`src/rtl/fc_result_reader_pkg.sv`:
```
// Shared definitions for the FC result readout stage: FSM state encoding,
// arithmetic-type encodings and the float sign-bit position.
package fc_result_reader_pkg;

  typedef enum logic [1:0] {
    ST_IDLE   = 2'd0,
    ST_STREAM = 2'd1,
    ST_DONE   = 2'd2
  } fc_state_e;

  localparam int ARITH_FIXED = 0;
  localparam int ARITH_FLOAT = 1;

  // Sign bit of an IEEE-754 single-precision word.
  localparam int FLOAT_SIGN_BIT = 31;

endpackage

```
`src/rtl/fc_max_compare.sv`:
```
// Combinational strict "a > b" for FC scores. Fixed point compares as signed
// two's complement; float compares by sign/magnitude with +0 == -0.
module fc_max_compare
  import fc_result_reader_pkg::*;
#(
  parameter int DATA_WIDTH = 32,
  parameter int ARITH_TYPE = ARITH_FIXED
) (
  input  logic [DATA_WIDTH-1:0] a_i,
  input  logic [DATA_WIDTH-1:0] b_i,
  output logic                  gt_o
);

  if (ARITH_TYPE == ARITH_FLOAT) begin : g_float
    logic                      sa, sb;
    logic [FLOAT_SIGN_BIT-1:0] ma, mb;

    assign sa = a_i[FLOAT_SIGN_BIT];
    assign sb = b_i[FLOAT_SIGN_BIT];
    assign ma = a_i[FLOAT_SIGN_BIT-1:0];
    assign mb = b_i[FLOAT_SIGN_BIT-1:0];

    // Sign/magnitude ordering; two zeros of any sign are equal.
    always_comb begin
      gt_o = 1'b0;
      if ((ma == '0) && (mb == '0)) begin
        gt_o = 1'b0;
      end else if (sa != sb) begin
        gt_o = !sa;
      end else if (!sa) begin
        gt_o = (ma > mb);
      end else begin
        gt_o = (ma < mb);
      end
    end
  end else begin : g_fixed
    assign gt_o = ($signed(a_i) > $signed(b_i));
  end

endmodule

```
`src/rtl/fc_result_reader.sv`:
```
// FC result readout: snapshots NUM_CLASSES accumulator outputs on start,
// streams them one beat per handshake and reports the argmax class.
// Optional macro FC_ARGMAX_EN enables running-max tracking, class_index and
// class_valid; without it those outputs are tied to 0.
//
// Handshake: a beat transfers on a cycle where out_valid && out_ready; while
// out_valid is high and out_ready low, out_data/out_index/out_last hold.
module fc_result_reader
  import fc_result_reader_pkg::*;
#(
  parameter int DATA_WIDTH  = 32,
  parameter int ARITH_TYPE  = ARITH_FIXED,
  parameter int NUM_CLASSES = 10,
  parameter int IDX_W       = 4
) (
  input  logic                              clk,
  input  logic                              reset,
  input  logic                              start,
  input  logic [NUM_CLASSES*DATA_WIDTH-1:0] data_in,
  output logic                              out_valid,
  input  logic                              out_ready,
  output logic [DATA_WIDTH-1:0]             out_data,
  output logic [IDX_W-1:0]                  out_index,
  output logic                              out_last,
  output logic                              busy,
  output logic                              done,
  output logic [IDX_W-1:0]                  class_index,
  output logic                              class_valid
);

  localparam logic [IDX_W-1:0] LAST_IDX = IDX_W'(NUM_CLASSES - 1);

  // Elaboration-time parameter sanity checks.
  if ((NUM_CLASSES < 2) || (NUM_CLASSES > 16)) begin : g_bad_classes
    $error("fc_result_reader: NUM_CLASSES must be in 2..16");
  end
  if ((1 << IDX_W) < NUM_CLASSES) begin : g_bad_idx_w
    $error("fc_result_reader: IDX_W too narrow for NUM_CLASSES");
  end
  if ((ARITH_TYPE == ARITH_FLOAT) && (DATA_WIDTH != 32)) begin : g_bad_float
    $error("fc_result_reader: float scores require DATA_WIDTH = 32");
  end

  fc_state_e             state_q;
  logic [IDX_W-1:0]      idx_q;
  logic [DATA_WIDTH-1:0] snap_q [NUM_CLASSES];
  logic [DATA_WIDTH-1:0] cur_data;
  logic                  hs;

  assign cur_data = snap_q[idx_q];

  // Outputs decoded straight from state and registers.
  assign out_valid = (state_q == ST_STREAM);
  assign out_data  = cur_data;
  assign out_index = idx_q;
  assign out_last  = (state_q == ST_STREAM) && (idx_q == LAST_IDX);
  assign busy      = (state_q != ST_IDLE);
  assign done      = (state_q == ST_DONE);
  assign hs        = out_valid && out_ready;

  // Readout FSM: snapshot on start, step index per accepted beat, pulse done.
  always_ff @(posedge clk or negedge reset) begin
    if (!reset) begin
      state_q <= ST_IDLE;
      idx_q   <= '0;
      for (int i = 0; i < NUM_CLASSES; i++) begin
        snap_q[i] <= '0;
      end
    end else begin
      unique case (state_q)
        ST_IDLE: begin
          if (start) begin
            for (int i = 0; i < NUM_CLASSES; i++) begin
              snap_q[i] <= data_in[i*DATA_WIDTH +: DATA_WIDTH];
            end
            idx_q   <= '0;
            state_q <= ST_STREAM;
          end
        end
        ST_STREAM: begin
          if (out_ready) begin
            if (idx_q == LAST_IDX) begin
              state_q <= ST_DONE;
            end else begin
              idx_q <= idx_q + 1'b1;
            end
          end
        end
        ST_DONE: begin
          state_q <= ST_IDLE;
        end
        default: begin
          state_q <= ST_IDLE;
        end
      endcase
    end
  end

`ifdef FC_ARGMAX_EN
  logic [DATA_WIDTH-1:0] max_val_q;
  logic [IDX_W-1:0]      max_idx_q;
  logic                  max_vld_q;
  logic [IDX_W-1:0]      class_index_q;
  logic                  class_valid_q;
  logic                  gt;
  logic                  take_d;

  fc_max_compare #(
    .DATA_WIDTH (DATA_WIDTH),
    .ARITH_TYPE (ARITH_TYPE)
  ) u_cmp (
    .a_i  (cur_data),
    .b_i  (max_val_q),
    .gt_o (gt)
  );

  // First beat always loads; later beats only when strictly greater.
  assign take_d = !max_vld_q || gt;

  // Running max per frame; the result is committed on the last handshake so
  // class_index is already updated in the done cycle.
  always_ff @(posedge clk or negedge reset) begin
    if (!reset) begin
      max_val_q     <= '0;
      max_idx_q     <= '0;
      max_vld_q     <= 1'b0;
      class_index_q <= '0;
      class_valid_q <= 1'b0;
    end else begin
      if ((state_q == ST_IDLE) && start) begin
        max_vld_q <= 1'b0;
      end else if (hs && take_d) begin
        max_val_q <= cur_data;
        max_idx_q <= idx_q;
        max_vld_q <= 1'b1;
      end
      if (hs && out_last) begin
        class_index_q <= take_d ? idx_q : max_idx_q;
        class_valid_q <= 1'b1;
      end
    end
  end

  assign class_index = class_index_q;
  assign class_valid = class_valid_q;
`else
  assign class_index = '0;
  assign class_valid = 1'b0;
`endif

endmodule

```
`config.mk`:
```
export PLATFORM = sky130hd
export DESIGN_NAME = fc_result_reader
export DESIGN_NICKNAME = d
export VERILOG_FILES = /design/src/rtl/fc_result_reader_pkg.sv /design/src/rtl/fc_max_compare.sv /design/src/rtl/fc_result_reader.sv
export SDC_FILE = /design/constraint.sdc
export NUM_CORES = 1
export LEC_CHECK = 0
export BUFFER_PORTS_ARGS = -buffer_cell sky130_fd_sc_hd__buf_2
export CORE_MARGIN = 2
export CORE_UTILIZATION = 50
export DETAILED_ROUTE_END_ITERATION = 12
export PLACE_DENSITY = 0.81
export SYNTH_ARGS = -nofsm -noshare
export SYNTH_HDL_FRONTEND = slang
export SYNTH_HIERARCHICAL = 1
export SYNTH_SLANG_ARGS = --single-unit
```
`constraint.sdc`:
```
create_clock -name clk -period 3.35 [get_ports clk]
set_input_delay 0.335 -clock clk [delete_from_list [all_inputs] [get_ports clk]]
set_output_delay 0.335 -clock clk [all_outputs]
set_load 0.02 [all_outputs]
```
==> impl_metrics.tcl, run 1 <==
set metrics [dict create \
    path_class "reg2out" \
    min_period_ps 3120 \
    routed_via_density 5.44 \
    intPower_mw 11.9 \
    cts.clk_slew.worst_paths_ps 60 \
    slew_headroom_pct 46.7 \
    postRouteAntennaNets 0 \
    dpl_cell_area_sq_um 17300 \
    synth_cells 1653 \
    crit_path_start "out_index[0]$_DFFE_PN0P_" \
    clock_skew_ps 17.7 \
    worstHoldStart "data_in[189]" \
    crit_path_end_kind "primary output" \
    die_x_microns 178 \
    n_fill_cell 2435 \
    std_cell_rows 63 \
    drc 0 \
    grt_pass1_vias 12700 \
    grt_pass1_wl_microns 70500 \
    boundaryPins 369 \
    p_clk_share_pct 22.7 \
    hp-class "in2reg" \
    final_area_sq_um 18600 \
    synth-warning-count 6 \
    synth-seq-cells 326 \
    die_y_microns 178 \
    area_growth_pct 22.6 \
    root_buffer "clkbuf_16" \
    numClockSinks 326 \
    synth_area_sq_um 15200 \
    synth_top_area_share_pct 53.8 \
    vias 13000 \
    die_area_sq_um 31700 \
    ys_seq_area_share_pct 53.8 \
    finalHoldViolCount 0 \
    place_congestion 0.909 \
    antenna_found_initial 5 \
    combPwrFrac_pct 40.4 \
    start_kind "flop" \
    ys_types 34 \
    cts_tree "yes" \
    start_util_pct 51.0 \
    crit_required_ps 3010 \
    setup_viol 0 \
    grt_usage_pct 29.1 \
    drt_iter0_drc 1361 \
    seq_power_share_pct 36.9 \
    p_per_area_nw_per_um2 1040 \
    swShare_pct 38.6 \
    slew_viol_final 0 \
    htreeDepth 2 \
    fmax_ghz 0.321 \
    setup_tns_ps 0 \
    grt_max_degree 161 \
    layout_common_cells "nand2_1 (960), buf_2 (362), dfrtp_1 (323)" \
    critical_path.max_fanout 30 \
    avgSynthCellArea_sq_um 9.17 \
    cts_buffer_depth 3 \
    cts_buffers 36 \
    r2r-start "out_index[0]$_DFFE_PN0P_" \
    ir_drop_mv 0.596 \
    routed_wl_microns 46200 \
    rsz0062_at_grt "false" \
    synthTopCellsByArea "dfrtp_1 (54%), nand2_1 (24%), mux2_4 (4.7%)" \
    grt_overflow 0 \
    port_buffers 363 \
    leakage_nw 10.2 \
    fin_crit_sh_pct 93.1 \
    cts_setup_buffers 0 \
    drv_cap 0 \
    tightest_slew_ps 798 \
    final_common_cell "nand2_1" \
    status "finished, final reports clean" \
    power.switching_mw 7.47 \
    core_area_sq_um 29700 \
    wl_per_cell_microns 19.3 \
    place_hpwl_microns 32900 \
    drive_gt1_share_pct 27.9 \
    synth_top_area_cell "dfrtp_1" \
    critPathArrivalTime_ps 2780 \
    dr.pass1.iters 5 \
    insertion_delay_ps 510 \
    fin_nets 2301 \
]
==> worst paths after layout <==
kind | endpoint | slack, ps | cells past startpoint
min reg2reg | snap_q[219]$_DFFE_PN0P_ | 470 | 2
max in group asynchronous | snap_q[269]$_DFFE_PN0P_ | 1950 | 3
max reg2reg | out_index[3]$_DFFE_PN0P_ | 970 | 6
max | out_data[17] | 230 | 5
min in group asynchronous | snap_q[66]$_DFFE_PN0P_ | 390 | 2
min | snap_q[157]$_DFFE_PN0P_ | 20 | 3
==> critical path: stages, from the launching register on <==
cell and delay [ps]:
dfrtp_4 830, buf_4 370, mux4_2 540, nor2_1 200
o22ai_1 150, buf_2 180
==> Yosys cell counts (all sizes together) <==
| library cell | n |
|---|---|
| and2 | 2 |
| o211ai | 1 |
| nor2 | 35 |
| o221ai | 32 |
| buf | 79 |
| conb | 1 |
| nor2b | 1 |
| nand3 | 4 |
| xor2 | 1 |
| nand2b | 1 |
| inv | 4 |
| mux4 | 32 |
| dfrtp | 326 |
| ha | 2 |
| nand4 | 1 |
| clkbuf | 33 |
| nand3b | 1 |
| o22ai | 32 |
| nand2 | 963 |
| mux2i | 33 |
| or3 | 2 |
| mux2 | 64 |
| o21ai | 3 |
==> power by group through the flow <==
| stage | Combinational (mW) | Clock, mW | Sequential [mW] |
|---|---|---|---|
| after floorplan | 5.69 | 0 | 6.53 |
| after global placement | 7.45 | 0 | 7.09 |
| after detailed placement | 7.71 | 0 | 7.12 |
| after CTS | 7.78 | 4.44 | 7.09 |
| after global routing | 8.49 | 4.59 | 7.30 |
| final | 7.81 | 4.39 | 7.14 |
==> kinds of logic (layout without fill, tap and decap cells) <==
group | after synthesis | after routing | synth area share [%]
adders and majority gates | 2 | 2 | 0.165
other | 1 | 9 | 0.0247
xor gates and xnor gates | 1 | 1 | 0.0578
DFF | 326 | 326 | 53.8
and+or+nand+nor | 1010 | 1010 | 25.2
muxes | 129 | 129 | 12.9
AOI/OAI and AO/OA | 68 | 68 | 3.77
buffers and inverters | 116 | 458 | 4.05
==> area by class of cell <==
| cell class | instances | area (sq um) | area share (%) |
|---|---|---|---|
| diodes | 4 | 10.0 | 0.0538 |
| clock buffers | 48 | 1040 | 5.58 |
| clock inverters | 14 | 273 | 1.47 |
| inverters | 4 | 15.0 | 0.0808 |
| multi-input cells | 1215 | 6420 | 34.5 |
| flip-flops and latches | 326 | 8160 | 43.9 |
| well taps | 390 | 488 | 2.62 |
| repair buffers | 392 | 2180 | 11.7 |
==> routing by layer <==
layer / GRT usage, % / vias up / share of wire, %
met4: 8.50 / 2 / 2.7
met3: 4.90 / 76 / 9.3
met5: 0 / - / 0.028
li1: - / 5913 / -
met1: 43.3 / 6329 / 43
met2: 44.1 / 695 / 45
==> flip-flops by register name (all words and copies together) (netlist names) <==
signal	count
snap_q	320
out_index	4
state_q	2
==> repair_timing <==
action,in CTS,in global routing
hold buffers,1,0
resized for setup,0,0
hold endpoints to repair,69,0
==> metrics by stage <==
stage / hold slack [ps] / power (mW) / setup slack (ps) / util [%] / std cells
floorplan: 39.4 / 12.2 / 1390 / - / 1657
global placement: 340 / 14.5 / 825 / 58.1 / 2326
detailed placement: 344 / 14.8 / 785 / 58.1 / 2326
CTS: 1.38 / 19.3 / 228 / 62.5 / 2389
global route: 15.1 / 20.4 / 119 / 62.6 / 2393
finish: 15.3 / 19.3 / 232 / 62.6 / 2393
Note: power is estimated with default switching activity, not from simulation.
==> run 2: changes to the inputs <==
- CTS_CLUSTER_DIAMETER: unset -> 60
- MAX_ROUTING_LAYER: unset -> met4
- clock period: 3.35 -> 3.4 ns (I/O delays scaled with it)
==> impl_metrics.tcl, run 2 (synthesis gave the netlist of run 1 again) <==
set metrics [dict create \
    drt_iter0_drc 1252 \
    cts_buffer_depth 3 \
    multiInputGateArea_sq_um 6420 \
    clock_skew_ps 5.88 \
    std_cell_rows 63 \
    grt_pass1_wl_microns 69700 \
    leakage_nw 10.2 \
    drc 0 \
    critical_path.max_fanout 29 \
    die_y_microns 178 \
    routed_via_density 5.37 \
    grt_pass1_vias 12800 \
    setup_viol 0 \
    postRouteAntennaNets 0 \
    min_period_ps 3100 \
    boundaryPins 369 \
    slowest_stage "dfrtp_4" \
    drive_gt1_share_pct 27.8 \
    slew_headroom_pct 40.0 \
    area_growth_pct 22.8 \
    path_delay_family "flip-flops" \
    critPathArrivalTime_ps 2760 \
    rsz0062_at_grt "false" \
    grt_usage_pct 29.5 \
    cts_resized 0 \
    place_congestion 0.937 \
    fmax_ghz 0.323 \
    crit_path_end_kind "primary output" \
    dpl_cell_area_sq_um 17200 \
    stdcell_count 2397 \
    die_area_sq_um 31700 \
    cts_buffers 39 \
    status "finished, final reports clean" \
    fin_crit_sh_pct 91.0 \
    tightest_slew_ps 897 \
    grt_max_degree 95 \
    path_class "reg2out" \
    path_buf_inv 2 \
    setup_tns_ps 0 \
    final_area_sq_um 18600 \
    cts_tree "yes" \
    crit_path_cell_trace "buf_4 > mux4_2 > nor2_1 > o22ai_1 > buf_2" \
    finalHoldViolCount 0 \
    die_x_microns 178 \
    slowest_delay_ps 810 \
    numClockSinks 326 \
    crit_required_ps 3060 \
    largest_reg_flops 320 \
    hp-class "in2reg" \
    ir_drop_mv 0.453 \
    n_fill_cell 2475 \
    largest_register "snap_q" \
    port_buffers 363 \
    htreeDepth 2 \
    place_hpwl_microns 32400 \
    dp_cells 2322 \
    cts.clk_slew.worst_paths_ps 60 \
    dr.pass1.iters 5 \
    seq_area_sq_um 8160 \
    core_area_sq_um 29700 \
    grt_overflow 0 \
    final_common_cell "nand2_1" \
    vias 12900 \
    drv_cap 0 \
    wl_per_cell_microns 18.9 \
    routed_wl_microns 45300 \
    start_kind "flop" \
    slew_viol_final 0 \
    layout_common_cells "nand2_1 (960), buf_2 (362), dfrtp_1 (323)" \
    p_per_area_nw_per_um2 1020 \
    antenna_found_initial 5 \
    insertion_delay_ps 510 \
    root_buffer "clkbuf_16" \
    fin_nets 2302 \
    start_util_pct 51.0 \
]
run 2: final timing paths:
check | from | end | slack, ps | cells after the start
worst max-delay path | out_index[0]$_DFFE_PN0P_ | out_data[17] | 300 | 5
worst min-delay path | data_in[223] | snap_q[127]$_DFFE_PN0P_ | 20 | 3
worst max register to register | out_index[0]$_DFFE_PN0P_ | out_index[3]$_DFFE_PN0P_ | 1160 | 6
worst min register to register | snap_q[303]$_DFFE_PN0P_ | snap_q[303]$_DFFE_PN0P_ | 470 | 2
max in group asynchronous | reset | snap_q[168]$_DFFE_PN0P_ | 2080 | 3
min in group asynchronous | reset | snap_q[123]$_DFFE_PN0P_ | 420 | 2
run 2: cell type report:
| class | count | share of cell area [%] |
|---|---|---|
| clock buffers | 56 | 6.30 |
| well taps | 390 | 2.62 |
| diodes | 5 | 0.0672 |
| inverters | 4 | 0.0807 |
| multi-input cells | 1215 | 34.5 |
| flip-flops and latches | 326 | 43.9 |
| clock inverters | 11 | 0.907 |
| repair buffers | 390 | 11.7 |
run 2: power by group:
group / leakage (nW) / total (mW) / internal (mW) / switching (mW)
sequential: 4.04 / 7.03 / 5.72 / 1.31
clock: 0.652 / 4.31 / 2.70 / 1.61
combinational: 5.47 / 7.60 / 3.21 / 4.39
run 2: per-layer routing:
| layer | track usage (%) | routed length [microns] | vias up | part of all wire (%) |
|---|---|---|---|---|
| met1 | 43.7 | 20300 | 6221 | 45 |
| met5 | - | 0 | - | 0 |
| met4 | 8.78 | 1330 | 0 | 2.9 |
| met3 | 5.12 | 3910 | 88 | 8.6 |
| li1 | - | - | 5928 | - |
| met2 | 41.8 | 19800 | 633 | 44 |
run 2: metrics by stage:
stage | total power, mW | setup slack, ps | hold WS [ps] | utilization [%]
CTS | 19.0 | 292 | 0.204 | 62.6
finish | 18.9 | 304 | 18.4 | 62.6
global route | 20.1 | 144 | 5.54 | 62.6
floorplan | 12.0 | 1430 | 44.4 | -
global placement | 14.3 | 899 | 397 | 58.0
detailed placement | 14.6 | 846 | 399 | 58.0
run 2: repair_timing:
item | 4_1_cts | 5_1_grt
hold buffers | 3 | 0
setup buffers | 0 | 0
endpoints found under the hold margin | 80 | 0
run 2: tightest hold or removal path, cell delays in order:
cell	delay (ps)
buf_2	70
nand2_1	40
nand2_1	40
==> run 3: changes to the inputs <==
- BUFFER_PORTS_ARGS: -buffer_cell sky130_fd_sc_hd__buf_2 -> -buffer_cell sky130_fd_sc_hd__buf_4
- SYNTH_HIERARCHICAL: 1 -> unset
==> impl_metrics.tcl, run 3 <==
set metrics [dict create \
    status "finished, final reports clean" \
    insertion_delay_ps 510 \
    area_growth_pct 28.7 \
    final_common_cell "nand2_1" \
    min_path_cells 3 \
    muxShareOfSynthArea_pct 12.9 \
    vias 12900 \
    die_area_sq_um 31700 \
    p_per_area_nw_per_um2 982 \
    hp-class "in2reg" \
    hold_end "snap_q[33]$_DFFE_PN0P_" \
    synth_top_area_cell "dfrtp_1" \
    cts_buffer_depth 3 \
    swShare_pct 38.0 \
    grt_pass1_wl_microns 70200 \
    avgSynthCellArea_sq_um 9.17 \
    drc 0 \
    setup_tns_ps 0 \
    start_kind "flop" \
    leakage_nw 10.5 \
    synth-main-ff-cell "dfrtp_1" \
    place_congestion 0.934 \
    drive_gt1_share_pct 27.4 \
    crit_path_end_kind "primary output" \
    synth-xor-area-share_pct 0.0578 \
    final_area_sq_um 19500 \
    layout_common_cells "nand2_1 (960), buf_4 (370), dfrtp_1 (323)" \
    place_hpwl_microns 32400 \
    slew_headroom_pct 43.7 \
    antenna_found_initial 4 \
    synth_top_family_by_area "simple AND/OR/NAND/NOR gates" \
    fmax_ghz 0.327 \
    path_class "reg2out" \
    p_total_mw 19.2 \
    ir_drop_mv 0.650 \
    cts_resized 0 \
    synth_common_cells "nand2_1 (963), dfrtp_1 (326), buf_2 (50)" \
    routed_wl_microns 45500 \
    postRouteAntennaNets 0 \
    seq_power_share_pct 36.1 \
    combPwrFrac_pct 42.3 \
    reg2reg_to "out_index[3]$_DFFE_PN0P_" \
    post-route-util_pct 65.7 \
    boundaryPins 369 \
    synth-adder-area-share_pct 0.165 \
    cts_tree "yes" \
    dr.pass1.iters 5 \
    dpl_cell_area_sq_um 18200 \
    finalHoldViolCount 0 \
    largest_reg_flops 320 \
    synth_edf_count 0 \
    post-synth-top-count-cell "nand2_1" \
    slowest_stage "dfrtp_4" \
    critical_path.max_fanout 26 \
    port_buffers 363 \
    synth_compound_area_share_pct 3.77 \
    die_x_microns 178 \
    numClockSinks 326 \
    grt_overflow 0 \
    root_buffer "clkbuf_16" \
    slowest_delay_ps 750 \
    worstRegToRegCells 6 \
    synth_cells 1653 \
    rrSetupSlack_ps 1170 \
    min_period_ps 3060 \
    ys_seq_area_share_pct 53.8 \
    core_area_sq_um 29700 \
    intPower_mw 11.9 \
    grt_usage_pct 29.7 \
    dp_cells 2320 \
    slew_viol_final 0 \
    worstHoldStart "data_in[257]" \
    start_util_pct 51.0 \
    synth_area_sq_um 15200 \
    stdcell_count 2398 \
    synth-async-reset-ratio_pct 100 \
    synth-warning-count 0 \
    wl_per_cell_microns 19.0 \
    p_clk_share_pct 21.6 \
    synth_top_area_share_pct 53.8 \
    drv_cap 0 \
    largest_register "snap_q" \
    cts.clk_slew.worst_paths_ps 60 \
    grt_pass1_vias 12900 \
    critPathArrivalTime_ps 2720 \
    cts_buffers 37 \
    die_y_microns 178 \
    fin_crit_sh_pct 90.1 \
    setup_viol 0 \
    power.switching_mw 7.28 \
    ys_types 34 \
    clock_skew_ps 20.1 \
    crit_path_cell_trace "buf_12 > mux4_2 > nor2_1 > o22ai_1 > buf_4" \
    tightest_slew_ps 844 \
    fin_nets 2303 \
    htreeDepth 2 \
    drt_iter0_drc 1115 \
    grt_max_degree 124 \
    std_cell_rows 63 \
    synth-seq-cells 326 \
    synthTopCellsByArea "dfrtp_1 (54%), nand2_1 (24%), mux2_4 (4.7%)" \
    r2r-start "out_index[0]$_DFFE_PN0P_" \
    crit_required_ps 3060 \
    rsz0062_at_grt "false" \
    synth-simple-area-share_pct 25.2 \
    routed_via_density 5.38 \
]
## run 3: cell count changes in the layout (fill, tap and decap cells not counted), sizes merged
| cell | previous run | this run |
|---|---|---|
| clkinv | 3 | 4 |
| dlygate4sd3 | 3 | 8 |
| clkinvlp | 3 | 1 |
| buf | 387 | 385 |
| diode | 5 | 4 |
## run 3: power groups by stage
stage / combinational (mW) / sequential [mW] / clock, mW
floorplan: 5.61 / 6.43 / 0
global placement: 7.85 / 6.84 / 0
detailed placement: 8.06 / 6.92 / 0
CTS: 8.13 / 6.88 / 4.19
global route: 8.85 / 7.09 / 4.34
finish: 8.12 / 6.91 / 4.14
## run 3: layout make-up
class                           instances  area (sq um)
Tap cell                              390           488
Antenna cell                            4          10.0
Timing Repair Buffer                  393          3150
Fill cell                            2345         10200
Multi-Input combinational cell       1215          6420
Inverter                                4          15.0
Clock buffer                           56          1110
Sequential cell                       326          8160
Clock inverter                         10           160
## run 3: cell families (layout without fill, tap and decap cells)
| family | count (synthesis) | after routing |
|---|---|---|
| mux | 129 | 129 |
| fa+ha+maj | 2 | 2 |
| compound gates | 68 | 68 |
| buf+inv | 116 | 463 |
| other cells | 1 | 9 |
| flops | 326 | 326 |
| xor+xnor | 1 | 1 |
| simple gates | 1010 | 1010 |
## run 3: metrics by stage
stage	hold slack (ps)	setup slack, ps
final	11.7	337
after global routing	6.80	239
after CTS	0.259	295
after detailed placement	451	843
after global placement	449	822
after floorplan	44.4	1430
## run 3: worst max path at each step
stage	startpoint	endpoint	slack, ps	cells past startpoint
final	out_index[0]$_DFFE_PN0P_	out_data[23]	340	5
after global routing	out_index[0]$_DFFE_PN0P_	out_data[6]	240	5
after CTS	out_index[0]$_DFFE_PN0P_	out_data[24]	290	5
after detailed placement	out_index[0]$_DFFE_PN0P_	out_data[24]	840	5
after global placement	out_index[0]$_DFFE_PN0P_	out_data[24]	820	5
after floorplan	out_index[1]$_DFFE_PN0P_	out_data[10]	1430	5
## run 3: timing repair
item	CTS	global route
hold buffers	8	0
endpoints found under the hold margin	108	0
buffers inserted	0	0
## run 3: critical path: cells and delay by family, from the launching register on
kind	cells	cell delay, ps
DFF	1	750
and+or+nand+nor	1	210
muxes	1	550
buffers and inverters	2	490
AOI/OAI and AO/OA	1	170
## run 3: routing by layer
| layer | share of wire, % | global-route usage, % |
|---|---|---|
| met5 | 0 | - |
| met4 | 3.8 | 11.1 |
| met1 | 44 | 42.6 |
| met2 | 45 | 42.9 |
| met3 | 7.9 | 4.48 |
